$ cat src/rtl/main_control_fsm.sv
// Multicycle MIPS main controller: Moore FSM sequencing fetch, decode and the
// per-instruction execute steps, plus the PC enable combining jumps and taken branches.
module main_control_fsm #(
  parameter int Opcode_Size = 6,
  parameter int State_Size  = 4
) (
  input  logic                   CLK,
  input  logic                   RST,
  input  logic [Opcode_Size-1:0] Opcode,
  input  logic                   ZeroFlag,
  output logic                   IorD,
  output logic                   MemWrite,
  output logic                   IRWrite,
  output logic                   RegDst,
  output logic                   MemtoReg,
  output logic                   RegWrite,
  output logic                   ALUSrcA,
  output logic [1:0]             ALUSrcB,
  output logic [1:0]             ALUOp,
  output logic [1:0]             PCSrc,
  output logic                   PCEn,
  output logic [State_Size-1:0]  StateOut
);

  typedef enum logic [3:0] {
    FETCH    = 4'd0,
    DECODE   = 4'd1,
    MEMADR   = 4'd2,
    MEMREAD  = 4'd3,
    MEMWB    = 4'd4,
    MEMWRITE = 4'd5,
    EXECUTE  = 4'd6,
    ALUWB    = 4'd7,
    BRANCH   = 4'd8,
    ADDIEXEC = 4'd9,
    ADDIWB   = 4'd10,
    JUMP     = 4'd11
  } state_t;

  localparam logic [Opcode_Size-1:0] OP_LW    = Opcode_Size'(6'b100011);
  localparam logic [Opcode_Size-1:0] OP_SW    = Opcode_Size'(6'b101011);
  localparam logic [Opcode_Size-1:0] OP_RTYPE = Opcode_Size'(6'b000000);
  localparam logic [Opcode_Size-1:0] OP_BEQ   = Opcode_Size'(6'b000100);
  localparam logic [Opcode_Size-1:0] OP_ADDI  = Opcode_Size'(6'b001000);
  localparam logic [Opcode_Size-1:0] OP_J     = Opcode_Size'(6'b000010);

  state_t state, state_next;

  logic ir_write_dec, pc_write_dec, mem_write_dec, reg_write_dec, branch_dec;

  always_ff @(posedge CLK) begin
    if (RST) state <= FETCH;
    else     state <= state_next;
  end

  // State decode and next-state selection; unused encodings fall to the default.
  always_comb begin
    state_next    = FETCH;
    IorD          = 1'b0;
    mem_write_dec = 1'b0;
    ir_write_dec  = 1'b0;
    RegDst        = 1'b0;
    MemtoReg      = 1'b0;
    reg_write_dec = 1'b0;
    ALUSrcA       = 1'b0;
    ALUSrcB       = 2'b00;
    ALUOp         = 2'b00;
    PCSrc         = 2'b00;
    pc_write_dec  = 1'b0;
    branch_dec    = 1'b0;
    case (state)
      FETCH: begin
        ir_write_dec = 1'b1;
        pc_write_dec = 1'b1;
        ALUSrcB      = 2'b01;
        state_next   = DECODE;
      end
      DECODE: begin
        ALUSrcB = 2'b11;
        if (Opcode == OP_LW || Opcode == OP_SW) state_next = MEMADR;
        else if (Opcode == OP_RTYPE)            state_next = EXECUTE;
        else if (Opcode == OP_BEQ)              state_next = BRANCH;
        else if (Opcode == OP_ADDI)             state_next = ADDIEXEC;
        else if (Opcode == OP_J)                state_next = JUMP;
        else                                    state_next = FETCH;
      end
      MEMADR: begin
        ALUSrcA    = 1'b1;
        ALUSrcB    = 2'b10;
        state_next = (Opcode == OP_LW) ? MEMREAD : MEMWRITE;
      end
      MEMREAD: begin
        IorD       = 1'b1;
        state_next = MEMWB;
      end
      MEMWB: begin
        MemtoReg      = 1'b1;
        reg_write_dec = 1'b1;
      end
      MEMWRITE: begin
        IorD          = 1'b1;
        mem_write_dec = 1'b1;
      end
      EXECUTE: begin
        ALUSrcA    = 1'b1;
        ALUOp      = 2'b10;
        state_next = ALUWB;
      end
      ALUWB: begin
        RegDst        = 1'b1;
        reg_write_dec = 1'b1;
      end
      BRANCH: begin
        ALUSrcA    = 1'b1;
        ALUOp      = 2'b01;
        PCSrc      = 2'b01;
        branch_dec = 1'b1;
      end
      ADDIEXEC: begin
        ALUSrcA    = 1'b1;
        ALUSrcB    = 2'b10;
        state_next = ADDIWB;
      end
      ADDIWB: begin
        reg_write_dec = 1'b1;
      end
      JUMP: begin
        PCSrc        = 2'b10;
        pc_write_dec = 1'b1;
      end
      default: state_next = FETCH;
    endcase
  end

  // Reset masks every architectural write so a held reset cannot corrupt PC, IR, memory or registers.
  assign IRWrite  = ir_write_dec & ~RST;
  assign MemWrite = mem_write_dec & ~RST;
  assign RegWrite = reg_write_dec & ~RST;
  assign PCEn     = (pc_write_dec | (branch_dec & ZeroFlag)) & ~RST;
  assign StateOut = State_Size'(state);

endmodule
$ cat config.mk
export PLATFORM = sky130hd
export DESIGN_NAME = main_control_fsm
export DESIGN_NICKNAME = d
export VERILOG_FILES = /design/src/rtl/main_control_fsm.sv
export SDC_FILE = /design/constraint.sdc
export NUM_CORES = 1
export LEC_CHECK = 0
export BUFFER_PORTS_ARGS = -buffer_cell sky130_fd_sc_hd__buf_2
export CORE_AREA = 2 2 39 41
export DETAILED_ROUTE_END_ITERATION = 8
export DIE_AREA = 0 0 41 43
export GPL_TIMING_DRIVEN = 0
export HOLD_SLACK_MARGIN = 0.06
export PLACE_DENSITY = 0.66
export SYNTH_ARGS = -nofsm -noshare
export SYNTH_HDL_FRONTEND = slang
export SYNTH_SLANG_ARGS = --single-unit
$ cat constraint.sdc
create_clock -name CLK -period 2.36 [get_ports CLK]
set_clock_uncertainty 0.15 [all_clocks]
set_input_delay 0.236 -clock CLK [delete_from_list [all_inputs] [get_ports CLK]]
set_output_delay 0.236 -clock CLK [all_outputs]
set_load 0.01 [all_outputs]
==> impl_metrics.csv, run 1 <==
group,metric,value,unit
outcome,outcome,"finished, final reports clean",
clock_tree,hold_buffers,0,
critical_path,timing.critical_path.from_type,"flip-flop",
clock_tree,clock_insertion_delay_worst_skew,0.24,ns
timing,max_transition_viols_final,0,
logic_synthesis,syn_avg_cell_area,6.62,µm²
logic_synthesis,syn-num-nets,75,
power,internal-power,151,µW
critical_path,critical_path_class,"flip-flop to flip-flop",
cells_and_area,antenna_cells_inserted,0,
timing,fin_crit_sh,85.9,%
clock_tree,ctsRootBufferMaster,"clkbuf_4",
timing,final.min_clock_period,2.03,ns
floorplan,top_level_ports,27,
logic_synthesis,yosysUniqueCellTypes,30,
logic_synthesis,synth.yosys.warnings,0,
logic_synthesis,netlist_area,437,µm²
grt,global_route_wire_length_before_repair,1750,µm
clock_tree,numCtsBuffers,3,
critical_path,reg2reg_from,"StateOut[3]",
power,netSwitchingFraction,29.1,%
clock_tree,numClockSinks,4,
cells_and_area,largest_reg_flops,4,
power,ir_drop,0.000163,V
cells_and_area,nets,106,
power,powerDensity,349,mW/mm²
grt,via_count_of_the_first_global_routing_pass,419,
clock_tree,postCtsResizedCells,0,
floorplan,die_width,41,µm
critical_path,worst_ep_arrival_time,2.04,ns
route,antenna_left,0,
critical_path,worst_setup_path_end_kind,"flip-flop",
grt,grt_start_max_net_pins,11,
min_path,hold_path_depth,3,
grt,grt.total_usage,14.4,%
clock_tree,clk_pin_slew_worst_paths,0.03,ns
timing,worst-slew-pin-transition,0.432,ns
place,gpl.final_weighted_congestion,0.814,
route,routed_wire_length_per_instance,10.3,µm
timing,final.setup.tns,0,ns
clock_tree,htree_num_levels,1,
place,buffer_ports.inserted,26,
route,drtPass1Iterations,4,
critical_path,path_max_fanout,10,
logic_synthesis,ys_seq_area_share,18.3,%
critical_path,rrSetupSlack,0.33,ns
clock_tree,clock_tree_from_tritoncts,"done",
logic_synthesis,syn-instance-count,66,
clock_tree,post_cts_setup_repair_bufs,0,
floorplan,core_area,0.00138,mm²
cells_and_area,syn2layout_area_growth,39.5,%
route,drt-total-wl,1140,µm
power,clk_pwr_share,39.4,%
power,p_switching,61.9,µW
power,cellLeakagePower,0.276,nW
floorplan,die_y,43,µm
floorplan,floorplan.die_area,0.00176,mm²
timing,setup_ws,0.332,ns
place,post-dp-hpwl,904,µm
critical_path,timing.critical_path.required,2.37,ns
cells_and_area,layout-drive-gt1-share,35.8,%
min_path,hold_path_end,"StateOut[3]",
grt,antenna_found_initial,0,
critical_path,worst_r2r_path_depth,5,
timing,final-setup-viol-count,0,
timing,finalHoldViolations,0,
min_path,hold_path.class,"input port to flip-flop",
route,route.detailed.drc,0,
route,vias,571,
floorplan,initial_utilization,31.6,%
critical_path,regToRegEndpoint,"StateOut[2]",
min_path,hold_path.startpoint,"Opcode[4]",
route,drt_iter0_markers,11,
grt,overflow,0,
place,post_place_setup_slack,0.341,ns
floorplan,row_count,14,
timing,max_slew_margin,71.2,%
timing,timing.fmax,493,MHz
flow_run,maxCapViolations,0,
power,p_comb_share,26.8,%
power,p_seq_share,33.8,%
timing,grt_setup_unrepaired,"no",
route,routed_via_density,5.14,
logic_synthesis,synth_seq_cells,4,
clock_tree,ctsLongestPathBuffers,2,
-- worst max path at each step --
stage / start / to / depth (start not counted)
4_1_cts: StateOut[3] / StateOut[2] / 5
3_3_place_gp: StateOut[3] / StateOut[2] / 5
2_1_floorplan: StateOut[3] / StateOut[2] / 5
5_1_grt: StateOut[2] / PCSrc[0] / 5
6_report: StateOut[3] / StateOut[2] / 5
3_5_place_dp: StateOut[3] / StateOut[2] / 5
-- synthesized netlist by cell type, drive strengths merged --
| cell type | n | area share [%] |
|---|---|---|
| nand3 | 2 | 2.3 |
| nor4b | 1 | 2.0 |
| or4b | 1 | 2.3 |
| o31ai | 1 | 1.7 |
| nor2 | 10 | 8.6 |
| or3 | 1 | 1.4 |
| buf | 2 | 4.3 |
| or2 | 2 | 3.4 |
| a21oi | 5 | 5.7 |
| nand4b | 1 | 2.0 |
| o21ai | 4 | 4.6 |
| nand3b | 1 | 1.7 |
| nor3 | 4 | 4.6 |
| nor3b | 1 | 1.7 |
| xor2 | 2 | 4.0 |
| inv | 3 | 2.6 |
| nand4 | 1 | 1.4 |
| nand2b | 3 | 4.3 |
| nor4 | 1 | 1.4 |
| xnor2 | 1 | 2.0 |
| nand2 | 4 | 3.4 |
| clkbuf | 3 | 2.6 |
| a31oi | 4 | 5.7 |
| dfxtp | 4 | 18 |
| or2b | 1 | 1.7 |
| o21bai | 1 | 1.7 |
| a211oi | 1 | 1.7 |
| or4 | 1 | 2.6 |
-- per-stage QoR --
step | area (µm²) | power [mW] | hold slack, ns | instances | utilization [%]
after floorplan | 437 | 0.105 | 0.264 | 66 | -
after global placement | 587 | 0.129 | 0.407 | 108 | 42.4
after detailed placement | 587 | 0.130 | 0.399 | 108 | 42.4
after CTS | 609 | 0.216 | 0.156 | 111 | 44.0
after global routing | 609 | 0.231 | 0.167 | 111 | 44.0
final | 609 | 0.213 | 0.163 | 111 | 44.0
-- metal layers --
metal	track usage (%)	share of wire [%]	routed length, µm	up-vias
met1	17.0	45	515	247
met4	6.00	0.61	7	0
met5	0	0	0	-
met3	6.28	8.1	93	2
met2	21.9	46	527	25
li1	-	-	-	297
-- power groups by stage --
stage / clock network (mW) / registers [mW] / logic (mW)
2_1_floorplan: 0 / 0.0737 / 0.0311
3_3_place_gp: 0 / 0.0728 / 0.0559
3_5_place_dp: 0 / 0.0729 / 0.0571
4_1_cts: 0.0862 / 0.0719 / 0.0575
5_1_grt: 0.0953 / 0.0719 / 0.0639
6_report: 0.0838 / 0.0719 / 0.0569
-- critical path, cell delays in order, from the launching register on --
cell	delay, ns
dfxtp_1	0.30
buf_6	0.13
or2_4	0.26
or4_4	0.49
or4b_1	0.47
a21oi_1	0.15
-- layout by cell type (no fill, tap or decap), types with 2 or more instances in the layout --
master | Yosys | routed
a21oi_1 | 5 | 5
a31oi_1 | 4 | 4
buf_2 | 0 | 26
clkbuf_1 | 3 | 3
clkbuf_4 | 0 | 3
dfxtp_1 | 4 | 4
inv_1 | 3 | 3
nand2_1 | 4 | 4
nand2b_1 | 3 | 3
nand3_1 | 2 | 2
nor2_1 | 10 | 10
nor3_1 | 4 | 4
o21ai_0 | 4 | 4
xor2_1 | 2 | 2
-- final cells by class --
type	count	area (µm²)
Buffer	5	30.0
Inverter	3	11.3
Clock buffer	3	22.5
Tap cell	16	20.0
Fill cell	159	774
Sequential cell	4	80.1
Timing Repair Buffer	26	130
Multi-Input combinational cell	54	315
-- cell families after synthesis --
group,after synthesis,share of synthesized area [%]
xor+xnor,3,6.02
flops,4,18.3
buf+inv,8,9.46
compound gates,16,21.2
simple gates,35,45.0
Note: power is estimated with default switching activity, not from simulation.
==> run 2, diff against run 1 <==
- CELL_PAD_IN_SITES_DETAIL_PLACEMENT: unset -> 0
- CELL_PAD_IN_SITES_GLOBAL_PLACEMENT: unset -> 1
- CORE_AREA: 2 2 39 41 -> unset
- CORE_MARGIN: unset -> 2
- CORE_UTILIZATION: unset -> 26
- DIE_AREA: 0 0 41 43 -> unset
- PLACE_DENSITY: 0.66 -> 0.77
==> run 2 against run 1 <==
Against the previous run: first-iteration DRC count shrank 45%; global-route usage fell by 1.5 points; setup slack better by 0.011 ns; non-clock buffer count stayed put; critical path type unchanged; wire length up 8.0%; sequential share of layout area did not move; sequential cell count unchanged; clock-buffer cell count stayed put; critical endpoint unchanged.
==> impl_metrics.csv, run 2 (same netlist as run 1, synthesis figures left out) <==
group,metric,value,unit
outcome,outcome,"finished, final reports clean",
critical_path,path_max_fanout,10,
cells_and_area,largest_reg_flops,4,
route,drtPass1Iterations,4,
power,internal-power,151,µW
cells_and_area,fin_util,39.5,%
floorplan,floorplan.die_area,0.00202,mm²
cells_and_area,antenna_cells_inserted,0,
clock_tree,clk_pin_slew_worst_paths,0.04,ns
cells_and_area,most-common-layout-cells,"26 x buf_2, 10 x nor2_1, 5 x a21oi_1",
clock_tree,htree_num_levels,1,
power,powerDensity,353,mW/mm²
cells_and_area,layout-drive-gt1-share,35.8,%
place,cell_total_after_placement,108,
power,power.total,215,µW
timing,max_transition_viols_final,0,
route,routed_via_density,4.85,
cells_and_area,nets,106,
route,drt-total-wl,1240,µm
timing,worst-slew-pin-transition,0.412,ns
timing,timing.fmax,496,MHz
critical_path,timing.critical_path.required,2.38,ns
cells_and_area,register_area,80.1,µm²
cells_and_area,multi_input_comb_area,315,µm²
grt,global_route_wire_length_before_repair,1930,µm
clock_tree,postCtsResizedCells,0,
critical_path,worst_setup_path_end_kind,"flip-flop",
timing,grt_setup_unrepaired,"no",
floorplan,die_y,45.0,µm
clock_tree,hold_buffers,0,
power,ir_drop,0.000171,V
cells_and_area,layout.cells.most_common,"buf_2",
clock_tree,numCtsBuffers,3,
clock_tree,ctsRootBufferMaster,"clkbuf_4",
route,route.detailed.drc,0,
floorplan,core_area,0.00154,mm²
critical_path,rrSetupSlack,0.34,ns
critical_path,critical_path_class,"flip-flop to flip-flop",
route,drt_iter0_markers,6,
min_path,hold_path.class,"input port to flip-flop",
timing,timing.hold.ws,0.161,ns
flow_run,maxCapViolations,0,
floorplan,initial_utilization,28.3,%
clock_tree,ctsLongestPathBuffers,2,
timing,fin_crit_sh,85.5,%
place,gpl.final_weighted_congestion,0.755,
grt,grt_start_max_net_pins,11,
place,buffer_ports.inserted,26,
power,clk_pwr_share,40.0,%
timing,final.setup.tns,0,ns
grt,via_count_of_the_first_global_routing_pass,449,
power,cellLeakagePower,0.276,nW
critical_path,timing.critical_path.from_type,"flip-flop",
power,p_comb_share,26.6,%
place,post-dp-hpwl,941,µm
clock_tree,post_cts_setup_repair_bufs,0,
timing,finalHoldViolations,0,
clock_tree,clock_tree_from_tritoncts,"done",
floorplan,die_width,45.0,µm
min_path,hold_path.startpoint,"Opcode[4]",
power,p_seq_share,33.4,%
critical_path,reg2reg_from,"StateOut[3]",
power,netSwitchingFraction,29.9,%
floorplan,top_level_ports,27,
timing,final.min_clock_period,2.02,ns
min_path,hold_path_depth,3,
critical_path,regToRegEndpoint,"StateOut[2]",
cells_and_area,final_cells,111,
route,vias,538,
clock_tree,clock_insertion_delay_worst_skew,0.23,ns
clock_tree,numClockSinks,4,
timing,max_slew_margin,72.5,%
cells_and_area,syn2layout_area_growth,39.5,%
min_path,hold_path_end,"StateOut[3]",
timing,final-setup-viol-count,0,
route,antenna_left,0,
cells_and_area,fill_cells,180,
route,routed_wire_length_per_instance,11.1,µm
power,p_switching,64.4,µW
grt,antenna_found_initial,0,
grt,grt.total_usage,12.9,%
critical_path,worst_r2r_path_depth,5,
floorplan,row_count,14,
critical_path,worst_ep_arrival_time,2.03,ns
grt,overflow,0,
-- run 2: worst max-delay path: stages, from the launching register on --
cell and delay (ns):
dfxtp_1 0.31, buf_6 0.13, or2_4 0.25, or4_4 0.49, or4b_1 0.47, a21oi_1 0.14
-- run 2: power by group through the flow --
stage / logic [mW] / clock network [mW] / registers (mW)
6_report: 0.0573 / 0.0861 / 0.0718
5_1_grt: 0.0644 / 0.0991 / 0.0723
4_1_cts: 0.0578 / 0.0918 / 0.0719
3_5_place_dp: 0.0576 / 0 / 0.0730
3_3_place_gp: 0.0572 / 0 / 0.0729
2_1_floorplan: 0.0311 / 0 / 0.0737
-- run 2: how the worst max path moves through the flow --
stage	startpoint	end	slack, ns
3_3_place_gp	StateOut[3]	StateOut[2]	0.34
3_5_place_dp	StateOut[3]	StateOut[2]	0.36
5_1_grt	StateOut[2]	RegWrite	0.29
6_report	StateOut[3]	StateOut[2]	0.34
4_1_cts	StateOut[3]	StateOut[2]	0.34
2_1_floorplan	StateOut[3]	StateOut[2]	0.37
-- run 2: layout make-up --
type | instances | share of cell area, %
clock buffer | 3 | 3.70
buffer | 5 | 4.93
tap | 16 | 3.29
timing repair buffer | 26 | 21.4
inverter | 3 | 1.85
sequential | 4 | 13.1
multi-input combinational | 54 | 51.7
-- run 2: through the flow --
stage                     worst slack [ns]  cell area (µm²)
after floorplan                      0.371              437
after global placement               0.342              587
after detailed placement             0.362              587
after CTS                            0.343              609
after global routing                 0.292              609
final                                0.342              609
-- run 2: layer usage --
layer,GRT usage [%],wire (µm),share of wire (%)
met5,0,0,0
met4,1.76,0,0
met3,6.00,57,4.6
met2,18.3,538,44
met1,18.3,638,52
==> run 3, diff against run 2 <==
- CELL_PAD_IN_SITES_DETAIL_PLACEMENT: 0 -> 1
- CELL_PAD_IN_SITES_GLOBAL_PLACEMENT: 1 -> 2
- CORE_UTILIZATION: 26 -> 19
- PLACE_DENSITY: 0.77 -> 0.76
==> run 3 against run 2 <==
Against the previous run: via count rose by 6.9%; clock-buffer cell count unchanged; hold slack got worse by 0.031 ns; total power rose by 3.6%; cell count increased by 11%; non-clock buffer count did not move; critical endpoint unchanged; highest routed layer is now met4.
==> impl_metrics.csv, run 3 (same netlist as run 1, synthesis figures left out) <==
group,metric,value,unit
timing,worst-slew-pin-transition,0.456,ns
floorplan,floorplan.die_area,0.00270,mm²
place,post-dp-hpwl,1110,µm
timing,finalHoldViolations,0,
critical_path,critical_path_class,"flip-flop to flip-flop",
route,vias,575,
critical_path,rrSetupSlack,0.34,ns
route,routed_wire_length_per_instance,11.7,µm
route,antenna_left,0,
clock_tree,numClockSinks,4,
place,cell_total_after_placement,120,
min_path,hold_path.class,"input port to flip-flop",
outcome,outcome,"finished, final reports clean",
place,post_place_setup_slack,0.348,ns
min_path,hold_path_depth,3,
critical_path,worst_setup_path_end_kind,"flip-flop",
timing,fin_crit_sh,85.6,%
clock_tree,clock_tree_from_tritoncts,"done",
timing,max_transition_viols_final,0,
critical_path,worst_ep_arrival_time,2.06,ns
cells_and_area,layout-drive-gt1-share,35.8,%
floorplan,row_count,17,
cells_and_area,final_cells,123,
timing,final.min_clock_period,2.02,ns
route,route.detailed.drc,0,
min_path,hold_path.startpoint,"Opcode[4]",
timing,setup_ws,0.341,ns
critical_path,timing.critical_path.required,2.40,ns
cells_and_area,syn2layout_area_growth,43.0,%
power,ir_drop,0.000124,V
critical_path,worst_r2r_path_depth,5,
clock_tree,clock_insertion_delay_worst_skew,0.25,ns
grt,grt_start_max_net_pins,11,
cells_and_area,most-common-layout-cells,"26 x buf_2, 10 x nor2_1, 5 x a21oi_1",
floorplan,top_level_ports,27,
cells_and_area,fin_util,28.5,%
grt,grt.total_usage,11.7,%
critical_path,reg2reg_from,"StateOut[3]",
clock_tree,ctsLongestPathBuffers,2,
floorplan,die_width,51.9,µm
floorplan,die_y,51.9,µm
critical_path,path_max_fanout,10,
power,cellLeakagePower,0.276,nW
floorplan,initial_utilization,19.9,%
clock_tree,ctsRootBufferMaster,"clkbuf_4",
cells_and_area,largest_reg_flops,4,
cells_and_area,antenna_cells_inserted,0,
timing,max_slew_margin,69.6,%
timing,final-setup-viol-count,0,
route,routed_via_density,4.67,
place,gpl.final_weighted_congestion,0.775,
grt,antenna_found_initial,0,
place,cell_area_after_placement,602,µm²
cells_and_area,finish.instance_area,624,µm²
clock_tree,numCtsBuffers,3,
place,buffer_ports.inserted,26,
cells_and_area,nets,106,
clock_tree,post_cts_setup_repair_bufs,0,
timing,timing.hold.ws,0.130,ns
grt,overflow,0,
clock_tree,clk_pin_slew_worst_paths,0.05,ns
floorplan,core_area,0.00219,mm²
grt,global_route_wire_length_before_repair,2290,µm
flow_run,maxCapViolations,0,
timing,grt_setup_unrepaired,"no",
route,drt_iter0_markers,5,
clock_tree,hold_buffers,0,
timing,timing.fmax,495,MHz
power,powerDensity,357,mW/mm²
clock_tree,htree_num_levels,1,
min_path,hold_path_end,"StateOut[3]",
critical_path,timing.critical_path.from_type,"flip-flop",
route,drtPass1Iterations,4,
critical_path,regToRegEndpoint,"StateOut[2]",
cells_and_area,layout.cells.most_common,"buf_2",
grt,via_count_of_the_first_global_routing_pass,491,
timing,final.setup.tns,0,ns
clock_tree,postCtsResizedCells,0,
route,drt-total-wl,1440,µm
power,power.total,223,µW
[run 3: cell counts in the layout (fill, tap and decap cells not counted)]
Identical to the previous run, type by type.
[run 3: how the worst max path moves through the flow]
stage                start          end  cells past startpoint
2_1_floorplan  StateOut[3]  StateOut[2]                      5
3_3_place_gp   StateOut[3]  StateOut[2]                      5
3_5_place_dp   StateOut[3]  StateOut[2]                      5
4_1_cts        StateOut[3]  StateOut[2]                      5
5_1_grt        StateOut[2]     RegWrite                      6
6_report       StateOut[3]  StateOut[2]                      5
[run 3: final cells by class]
| cell class | instances | area, µm² |
|---|---|---|
| fillers | 294 | 1570 |
| inverters | 3 | 11.3 |
| flip-flops and latches | 4 | 80.1 |
| repair buffers | 26 | 130 |
| multi-input cells | 54 | 315 |
| plain buffers | 5 | 30.0 |
| clock buffers | 3 | 22.5 |
| well taps | 28 | 35.0 |
[run 3: report_power, final]
group | internal (mW) | leakage, nW | switching (mW) | total [mW]
Clock | 0.0574 | 0.0138 | 0.0354 | 0.0928
Sequential | 0.0700 | 0.0326 | 0.00173 | 0.0718
Combinational | 0.0237 | 0.229 | 0.0347 | 0.0584
Total | 0.151 | 0.276 | 0.0719 | 0.223
[run 3: worst max-delay path, stage by stage, from the launching register on]
cell and delay (ns):
dfxtp_1 0.31, buf_6 0.14, or2_4 0.26, or4_4 0.48, or4b_1 0.47, a21oi_1 0.14
[run 3: layer usage]
layer	up-vias	GRT usage, %	routed length (µm)
met5	-	0	0
met4	0	7.89	33
met3	3	2.59	118
met2	24	17.5	583
met1	256	14.9	703
li1	292	-	-
